File: src/rtl/ro_puf_pkg.sv
// Shared types and constants for the ring-oscillator PUF measurement sequencer.
package ro_puf_pkg;

    typedef enum logic [2:0] {
        IDLE,
        CLEAR,
        RUN,
        SETTLE,
        CAPTURE,
        DONE
    } ro_puf_state_t;

    localparam int CLEAR_CYC = 2;

    function automatic int imax(input int a, input int b);
        return (a > b) ? a : b;
    endfunction

endpackage

File: src/rtl/ro_puf_window_timer.sv
// Loadable down-counter; expire marks the last cycle of a loaded interval.
module ro_puf_window_timer #(
    parameter int TW = 11
) (
    input  logic          clk,
    input  logic          reset_n,
    input  logic          load,
    input  logic [TW-1:0] load_val,
    output logic          expire
);

    logic [TW-1:0] cnt;

    always_ff @(posedge clk or negedge reset_n) begin
        if (!reset_n)
            cnt <= '0;
        else if (load)
            cnt <= load_val;
        else if (cnt != '0)
            cnt <= cnt - TW'(1);
    end

    assign expire = (cnt == TW'(1));

endmodule

File: src/rtl/ro_puf_ctrl.sv
// RO PUF sequencer: per challenge pair clear, count, settle and compare the
// dual edge counter, building resp/tie one bit per pair.
module ro_puf_ctrl
    import ro_puf_pkg::*;
#(
    parameter int N_BITS = 8,
    parameter int SEL_W  = 4,
    parameter int CNT_W  = 8,
    parameter int WINDOW = 1024,
    parameter int SETTLE = 4
) (
    input  logic              clk,
    input  logic              reset_n,
    input  logic              start,
    input  logic [SEL_W-1:0]  chal,
    output logic              busy,
    output logic              resp_valid,
    output logic [N_BITS-1:0] resp,
    output logic [N_BITS-1:0] tie,
    output logic [SEL_W-1:0]  ro_sel_a,
    output logic [SEL_W-1:0]  ro_sel_b,
    output logic              cnt_enable,
    output logic              cnt_reset,
    input  logic [CNT_W-1:0]  count1,
    input  logic [CNT_W-1:0]  count2
);

    localparam int TW    = $clog2(imax(WINDOW, SETTLE) + 1);
    localparam int IDX_W = (N_BITS > 1) ? $clog2(N_BITS) : 1;

    ro_puf_state_t    state, next;
    logic [IDX_W-1:0] idx;
    logic             last;
    logic             expire, tload;
    logic [TW-1:0]    tload_val;
    logic             busy_d, valid_d, en_d, rst_d;

    assign last = (idx == IDX_W'(N_BITS - 1));

    // One timer serves CLEAR, RUN and SETTLE; it is reloaded on every state entry.
    assign tload = (next != state);

    always_comb begin
        tload_val = '0;
        case (next)
            CLEAR:              tload_val = TW'(CLEAR_CYC);
            RUN:                tload_val = TW'(WINDOW);
            ro_puf_pkg::SETTLE: tload_val = TW'(SETTLE);
            default:            tload_val = '0;
        endcase
    end

    ro_puf_window_timer #(.TW(TW)) u_timer (
        .clk      (clk),
        .reset_n  (reset_n),
        .load     (tload),
        .load_val (tload_val),
        .expire   (expire)
    );

    always_ff @(posedge clk or negedge reset_n) begin
        if (!reset_n)
            state <= IDLE;
        else
            state <= next;
    end

    always_comb begin
        next = state;
        case (state)
            IDLE:               if (start)  next = CLEAR;
            CLEAR:              if (expire) next = RUN;
            RUN:                if (expire) next = ro_puf_pkg::SETTLE;
            ro_puf_pkg::SETTLE: if (expire) next = CAPTURE;
            CAPTURE:            next = last ? DONE : CLEAR;
            DONE:               next = IDLE;
            default:            next = IDLE;
        endcase
    end

    // Outputs are decoded from the next state so they can be registered
    // without lagging the state by a cycle.
    always_comb begin
        busy_d  = (next != IDLE);
        valid_d = (next == DONE);
        en_d    = (next == RUN);
        rst_d   = (next == IDLE) || (next == CLEAR) || (next == DONE);
    end

    always_ff @(posedge clk or negedge reset_n) begin
        if (!reset_n) begin
            busy       <= 1'b0;
            resp_valid <= 1'b0;
            cnt_enable <= 1'b0;
            cnt_reset  <= 1'b1;
        end else begin
            busy       <= busy_d;
            resp_valid <= valid_d;
            cnt_enable <= en_d;
            cnt_reset  <= rst_d;
        end
    end

    // Selects advance by two per pair, so they always equal chal + 2i (mod 2^SEL_W).
    always_ff @(posedge clk or negedge reset_n) begin
        if (!reset_n) begin
            idx      <= '0;
            resp     <= '0;
            tie      <= '0;
            ro_sel_a <= '0;
            ro_sel_b <= '0;
        end else if (state == IDLE && start) begin
            idx      <= '0;
            resp     <= '0;
            tie      <= '0;
            ro_sel_a <= chal;
            ro_sel_b <= chal + SEL_W'(1);
        end else if (state == CAPTURE) begin
            resp[idx] <= (count1 > count2);
            tie[idx]  <= (count1 == count2);
            if (!last) begin
                idx      <= idx + IDX_W'(1);
                ro_sel_a <= ro_sel_a + SEL_W'(2);
                ro_sel_b <= ro_sel_b + SEL_W'(2);
            end
        end
    end

endmodule

File: config.mk
export PLATFORM = sky130hd
export DESIGN_NAME = ro_puf_ctrl
export DESIGN_NICKNAME = d
export VERILOG_FILES = /design/src/rtl/ro_puf_pkg.sv /design/src/rtl/ro_puf_window_timer.sv /design/src/rtl/ro_puf_ctrl.sv
export SDC_FILE = /design/constraint.sdc
export NUM_CORES = 1
export LEC_CHECK = 0
export CAP_MARGIN = 20
export CORE_MARGIN = 2
export CORE_UTILIZATION = 35
export CTS_CLUSTER_DIAMETER = 40
export CTS_CLUSTER_SIZE = 30
export DETAILED_ROUTE_END_ITERATION = 6
export PLACE_DENSITY = 0.68
export SETUP_SLACK_MARGIN = 0.15
export SLEW_MARGIN = 20
export SYNTH_ARGS = -nofsm -noshare
export SYNTH_HDL_FRONTEND = slang
export SYNTH_SLANG_ARGS = --single-unit
File: constraint.sdc
create_clock -name clk -period 2.1 [get_ports clk]
set_clock_uncertainty 0.1 [all_clocks]
set_input_delay 0.315 -clock clk [delete_from_list [all_inputs] [get_ports clk]]
set_output_delay 0.315 -clock clk [all_outputs]
set_load 0.02 [all_outputs]
# == Yosys cells after proc, flatten, opt, wreduce, memory -nomap -nowiden ==
# Index checks and enable logic that the tools add are counted.
# classes
n_addsub,5
order_cmp,3
n_reduce_logical,11
mux,26
n_eq_ne,13
# ops
op,n
$pmux 11 s3,1
$mux 8,4
$mux 3,8
$mux 4,6
$mux 11,2
$bwmux 8,2
$pmux 3 s5,1
$eq 3x2->1 const B,4
$eq 11x1->1 const B,1
$reduce_bool 11->1,1
$sub 11x1->11 const B,1
$eq 3x3->1 const B,3
$add 4x2->4 const B,2
$eq 8x8->1,1
$gt 8x8->1,1
$eq 3x1->1 const B,2
$logic_not 3->1,2
$add 4x1->4 const B,1
$lt 3x4->1 const B,1
$reduce_bool 2->1,2
$add 3x1->3 const B,1
$demux 1 s3,1
$ge 3x1->1 const B,1
$ne 3x3->1,1
other kinds (6),8
# word_totals
input_bits,23
reg_bits,45

# == Longest topological paths before layout ==
# logic_depth
word_depth,7
ltp_mapped,7
depth_no_buf,7

# == By module ==
# Synthesis repeated with hierarchy kept, for this count alone.
# hier_totals
hier_cells,290
hier_area_um2,2721.4
# by_module_without_submodules
module,instances,area_each_um2,seq_area_each_um2,cells_per_inst
ro_puf_ctrl,1,2062.0,852.1,223
ro_puf_window_timer,1,659.4,275.3,67

# == Worst setup path before layout ==
# Ideal clock, no wire load.
# synth_timing
path_type,register to register
from,register u_timer.cnt[0]
to,register u_timer.cnt[7]
setup_time_ns,0.134
arrival_time_ns,1.676
n_path_buf,0
synth_period_minus_slack_ns,1.910
setup_slack_ns,0.190
path_stages_with_launch,8
required_ns,1.866
cell_sequence,dfrtp_1 > inv_1 > ha_1 > or4b_1 > o2111ai_4 > nor4_1 > xnor2_1 > nor2_1
# synth_between
elab_chain_cells,5
elab_cells_between_ends,11
# synth_lines
element,line,text
"start, declared",ro_puf_window_timer.sv:12,logic [TW-1:0] cnt;
"start signal, assigned",ro_puf_window_timer.sv:18,cnt <= load_val;
"start signal, assigned",ro_puf_window_timer.sv:20,cnt <= cnt - TW'(1);
$eq 11x1->1,ro_puf_window_timer.sv:23,assign expire = (cnt == TW'(1));
$mux 3 (on tied branches),"ro_puf_ctrl.sv:74, ro_puf_ctrl.sv:72, ro_puf_ctrl.sv:73",
$pmux 3 s5,ro_puf_ctrl.sv:70,case (state)
$ne 3x3->1,ro_puf_ctrl.sv:41,assign tload = (next != state);
$mux 11 / $reduce_bool 2->1 (equally long branches),--,
# Parallel ways exist; a longest one is shown, timed or not. The select of a mux whose other input is x is not followed.
# A chain may end at the register's enable or synchronous reset.

# == Worst setup path in the final report ==
# layout_timing
from,register u_timer.cnt[1]
to,register u_timer.cnt[9]
# Same word-level chain as after synthesis.

==> results.ini <==
[run_status]
run_status=complete, no violations

[timing]
max_transition_viols_final=0
final.period_utilization=0.897
setup_repair_after_global_routing_missed_its_margin=yes
period_minus_slack_ns=1.88
finalSetupViolations=0
final_hold_viol_count=0
maxSlewHeadroom=0.671
timing.fmax_mhz=531
slew_worst_pin_ns=0.494
setup_tns_ns=0

[power]
p_int_uw=2270
finalPower_uw=3640
power_density_nw_per_um2=1120
portion_of_total_power_attributed_to_the_clock_network=0.182
combPwrFrac=0.424
p_sw_uw=1360
sequential_power_share=0.393
switching_share=0.375
vdd_ir_max_v=0.000595
leakage_power_uw=0.00141

[yosys]
mappedNetlistArea_um2=2400
netlist.area_leader.share=0.459
yosysWarnings=0
ys_types=43
most_used_standard_cell_by_instance_count_after_synthesis=sky130_fd_sc_hd__dfrtp_1
netlist_top_cells_area=sky130_fd_sc_hd__dfrtp_1 (46%), sky130_fd_sc_hd__ha_1 (8.4%), sky130_fd_sc_hd__o21ai_0 (5.2%), sky130_fd_sc_hd__nand2_1 (4.7%), sky130_fd_sc_hd__nand3_1 (4.0%)
netlist_instances=241
yosys_register_bits=45
synth.avg_cell_area_um2=9.95
dominantRegCellSynth=sky130_fd_sc_hd__dfrtp_1
synth_nets=280
post_synthesis_sequential_area_ratio=0.470
ys_async_sr_fraction=1.00
synth_largest_area_cell=sky130_fd_sc_hd__dfrtp_1
synthTopCellsByCount=sky130_fd_sc_hd__dfrtp_1 (44), sky130_fd_sc_hd__nand2_1 (30), sky130_fd_sc_hd__o21ai_0 (25), sky130_fd_sc_hd__nor2_1 (20), sky130_fd_sc_hd__nand3_1 (19)
synth-edff-count=0

[detailed_routing]
routed_wl_um=4900
firstDrtPassIters=4
route.detailed.drc=0
ant_nets=0
detailroute.via_count=1904
wire_per_inst_um=12.5
first_iter_violations=60
avgViaCountPerCell=4.86

[cts]
tritoncts.num_buffers=5
cts-root-to-sink-buffers=2
clk_latency_ns=0.30
tritoncts=yes
clockRootBuffer=sky130_fd_sc_hd__clkbuf_8
cts.clk_slew.worst_paths_ns=0.09
clock-sinks=45
htreeDepth=2

[critical_path]
reg2reg_setup_slack_ns=0.22
setup.worst_path.end_class=flip-flop
critPathBufInv=1
critical-path-top-delay-family=simple AND/OR/NAND/NOR gates
critPathLaunchType=flip-flop
worstPathRequired_ns=2.19
critical_path.cell_chain=inv_2 -> ha_4 -> or4b_4 -> o2111ai_4 -> nor3_2 -> xnor2_1 -> nor2_1
timing.critical_path.slowest_cell_delay_ns=0.48
worstPathMaxFanout=4
path_class=reg -> reg
worstReg2RegStart=u_timer.cnt[1]
worst_ep_arrival_time_ns=1.98
cp_slowest_cell=sky130_fd_sc_hd__or4b_4
crit-reg2reg-capture=u_timer.cnt[9]
r2r.worst_path.cells=7

[die]
std_cell_core_area_um2=6720
rows=30
die-width_um=86.8
die_area_um2=7530
design.portCount=51
initial_core_utilization=0.357
die-height_um=86.8

[finish]
non_filler_cell_area_final_um2=3260
final_layout_size_suffix_gt1_frac=0.135
finish.net_count=350
flow.area_growth_from_synthesis_pct=36.0
final_core_utilization=0.485
antennaDiodeCount=0

[hold_path]
hold_path.startpoint=ro_sel_b[0]
hold_end=ro_sel_b[0]
whs_path_depth=2
min-delay-path-class=reg -> reg

[placed_design]
detailed_place.area_um2=3070
hpwl_um=3680
port-buffer-count=50
gp_congestion=0.782

[global_routing]
global_route.usage.total=0.133
first_pass_grt_wire_length_um=8170
grt.overflow.total=0
pin_count_of_the_biggest_net_entering_global_routing=26
grt_pass1_vias=1863
grt_antenna_before_repair=0

[flow_run]
number_of_maximum_capacitance_violations=0

## worst max path at each step
| stage | start | endpoint | slack, ns | cells after the start |
|---|---|---|---|---|
| final | u_timer.cnt[1] | u_timer.cnt[9] | 0.22 | 7 |
| after detailed placement | count2[7] | resp[4] | -0.05 | 8 |
| after floorplan | u_timer.cnt[0] | u_timer.cnt[7] | 0.19 | 7 |
| after global routing | u_timer.cnt[1] | u_timer.cnt[7] | 0.12 | 7 |
| after CTS | u_timer.cnt[1] | u_timer.cnt[7] | 0.18 | 7 |
| after global placement | count2[7] | resp[4] | 0.03 | 8 |
## cells in the final DEF (no fill, tap or decap), types with 2 or more instances in the layout
master,instances
sky130_fd_sc_hd__dfrtp_1,44
sky130_fd_sc_hd__a21oi_1,7
sky130_fd_sc_hd__nand4_1,2
sky130_fd_sc_hd__inv_1,11
sky130_fd_sc_hd__xnor2_1,8
sky130_fd_sc_hd__buf_4,15
sky130_fd_sc_hd__o31ai_1,3
sky130_fd_sc_hd__xor2_1,6
sky130_fd_sc_hd__nor2b_1,4
sky130_fd_sc_hd__clkdlybuf4s50_1,49
sky130_fd_sc_hd__o21ai_0,25
sky130_fd_sc_hd__ha_1,15
sky130_fd_sc_hd__inv_2,2
sky130_fd_sc_hd__nand3_1,19
sky130_fd_sc_hd__and3_1,3
sky130_fd_sc_hd__o21ai_1,2
sky130_fd_sc_hd__nand2_1,30
sky130_fd_sc_hd__mux2i_1,8
sky130_fd_sc_hd__nor2_1,20
sky130_fd_sc_hd__clkbuf_8,5
## worst reg2reg max path, cell delays in order (launching register included)
cell and delay, ns:
sky130_fd_sc_hd__dfrtp_1 0.42, sky130_fd_sc_hd__inv_2 0.09, sky130_fd_sc_hd__ha_4 0.14, sky130_fd_sc_hd__or4b_4 0.48
sky130_fd_sc_hd__o2111ai_4 0.27, sky130_fd_sc_hd__nor3_2 0.07, sky130_fd_sc_hd__xnor2_1 0.16, sky130_fd_sc_hd__nor2_1 0.06
## state kept, by name, indices dropped and copies added (netlist names)
| signal | count |
|---|---|
| busy | 1 |
| cnt_enable | 1 |
| cnt_reset | 1 |
| idx | 3 |
| resp | 8 |
| resp_valid | 1 |
| ro_sel_a | 4 |
| ro_sel_b | 4 |
| state | 3 |
| tie | 8 |
| u_timer.cnt | 11 |
## cell type report
class                      count  area, um2
tap                           80        100
timing repair buffer          67        638
sequential                    45       1130
fill                         634       3460
clock buffer                   5       68.8
multi-input combinational    179       1230
clock inverter                 3       46.3
inverter                      13       48.8
## metrics by stage
stage / cells / hold WS (ns) / setup slack, ns
final: 392 / 0.397 / 0.217
after global routing: 392 / 0.446 / 0.123
after CTS: 387 / 0.403 / 0.175
after detailed placement: 378 / 0.216 / -0.0539
after global placement: 378 / 0.220 / 0.0304
after floorplan: 241 / -0.0806 / 0.190
## repair_timing
action	4_1_cts	5_1_grt
endpoints found under the setup margin	2	9
hold endpoints to repair	19	0
pin swaps	0	5
buffers inserted	0	5
hold buffers	1	0
gates resized for setup	1	6
## kinds of logic after synthesis
| group | count (synthesis) | share of synthesized area |
|---|---|---|
| simple gates | 95 | 0.209 |
| mux | 9 | 0.0381 |
| xor+xnor | 14 | 0.0511 |
| compound gates | 45 | 0.120 |
| fa+ha+maj | 16 | 0.0835 |
| buf+inv | 17 | 0.0282 |
| flops | 45 | 0.470 |
## routing by layer
metal	wire [um]	up-vias	share of wire	track usage
li1	-	977	-	-
met1	2210	882	0.45	0.162
met2	2410	38	0.49	0.237
met3	213	7	0.043	0.0333
met4	61	0	0.012	0.0298
met5	0	-	0	0
## power groups by stage
stage / registers [uW] / clock network, uW / logic (uW)
after global routing: 1480 / 719 / 1710
final: 1430 / 663 / 1540
after global placement: 1430 / 0 / 1430
after floorplan: 1570 / 0 / 727
after CTS: 1420 / 686 / 1480
after detailed placement: 1440 / 0 / 1460
No activity file was read; power rests on OpenSTA's default activity.
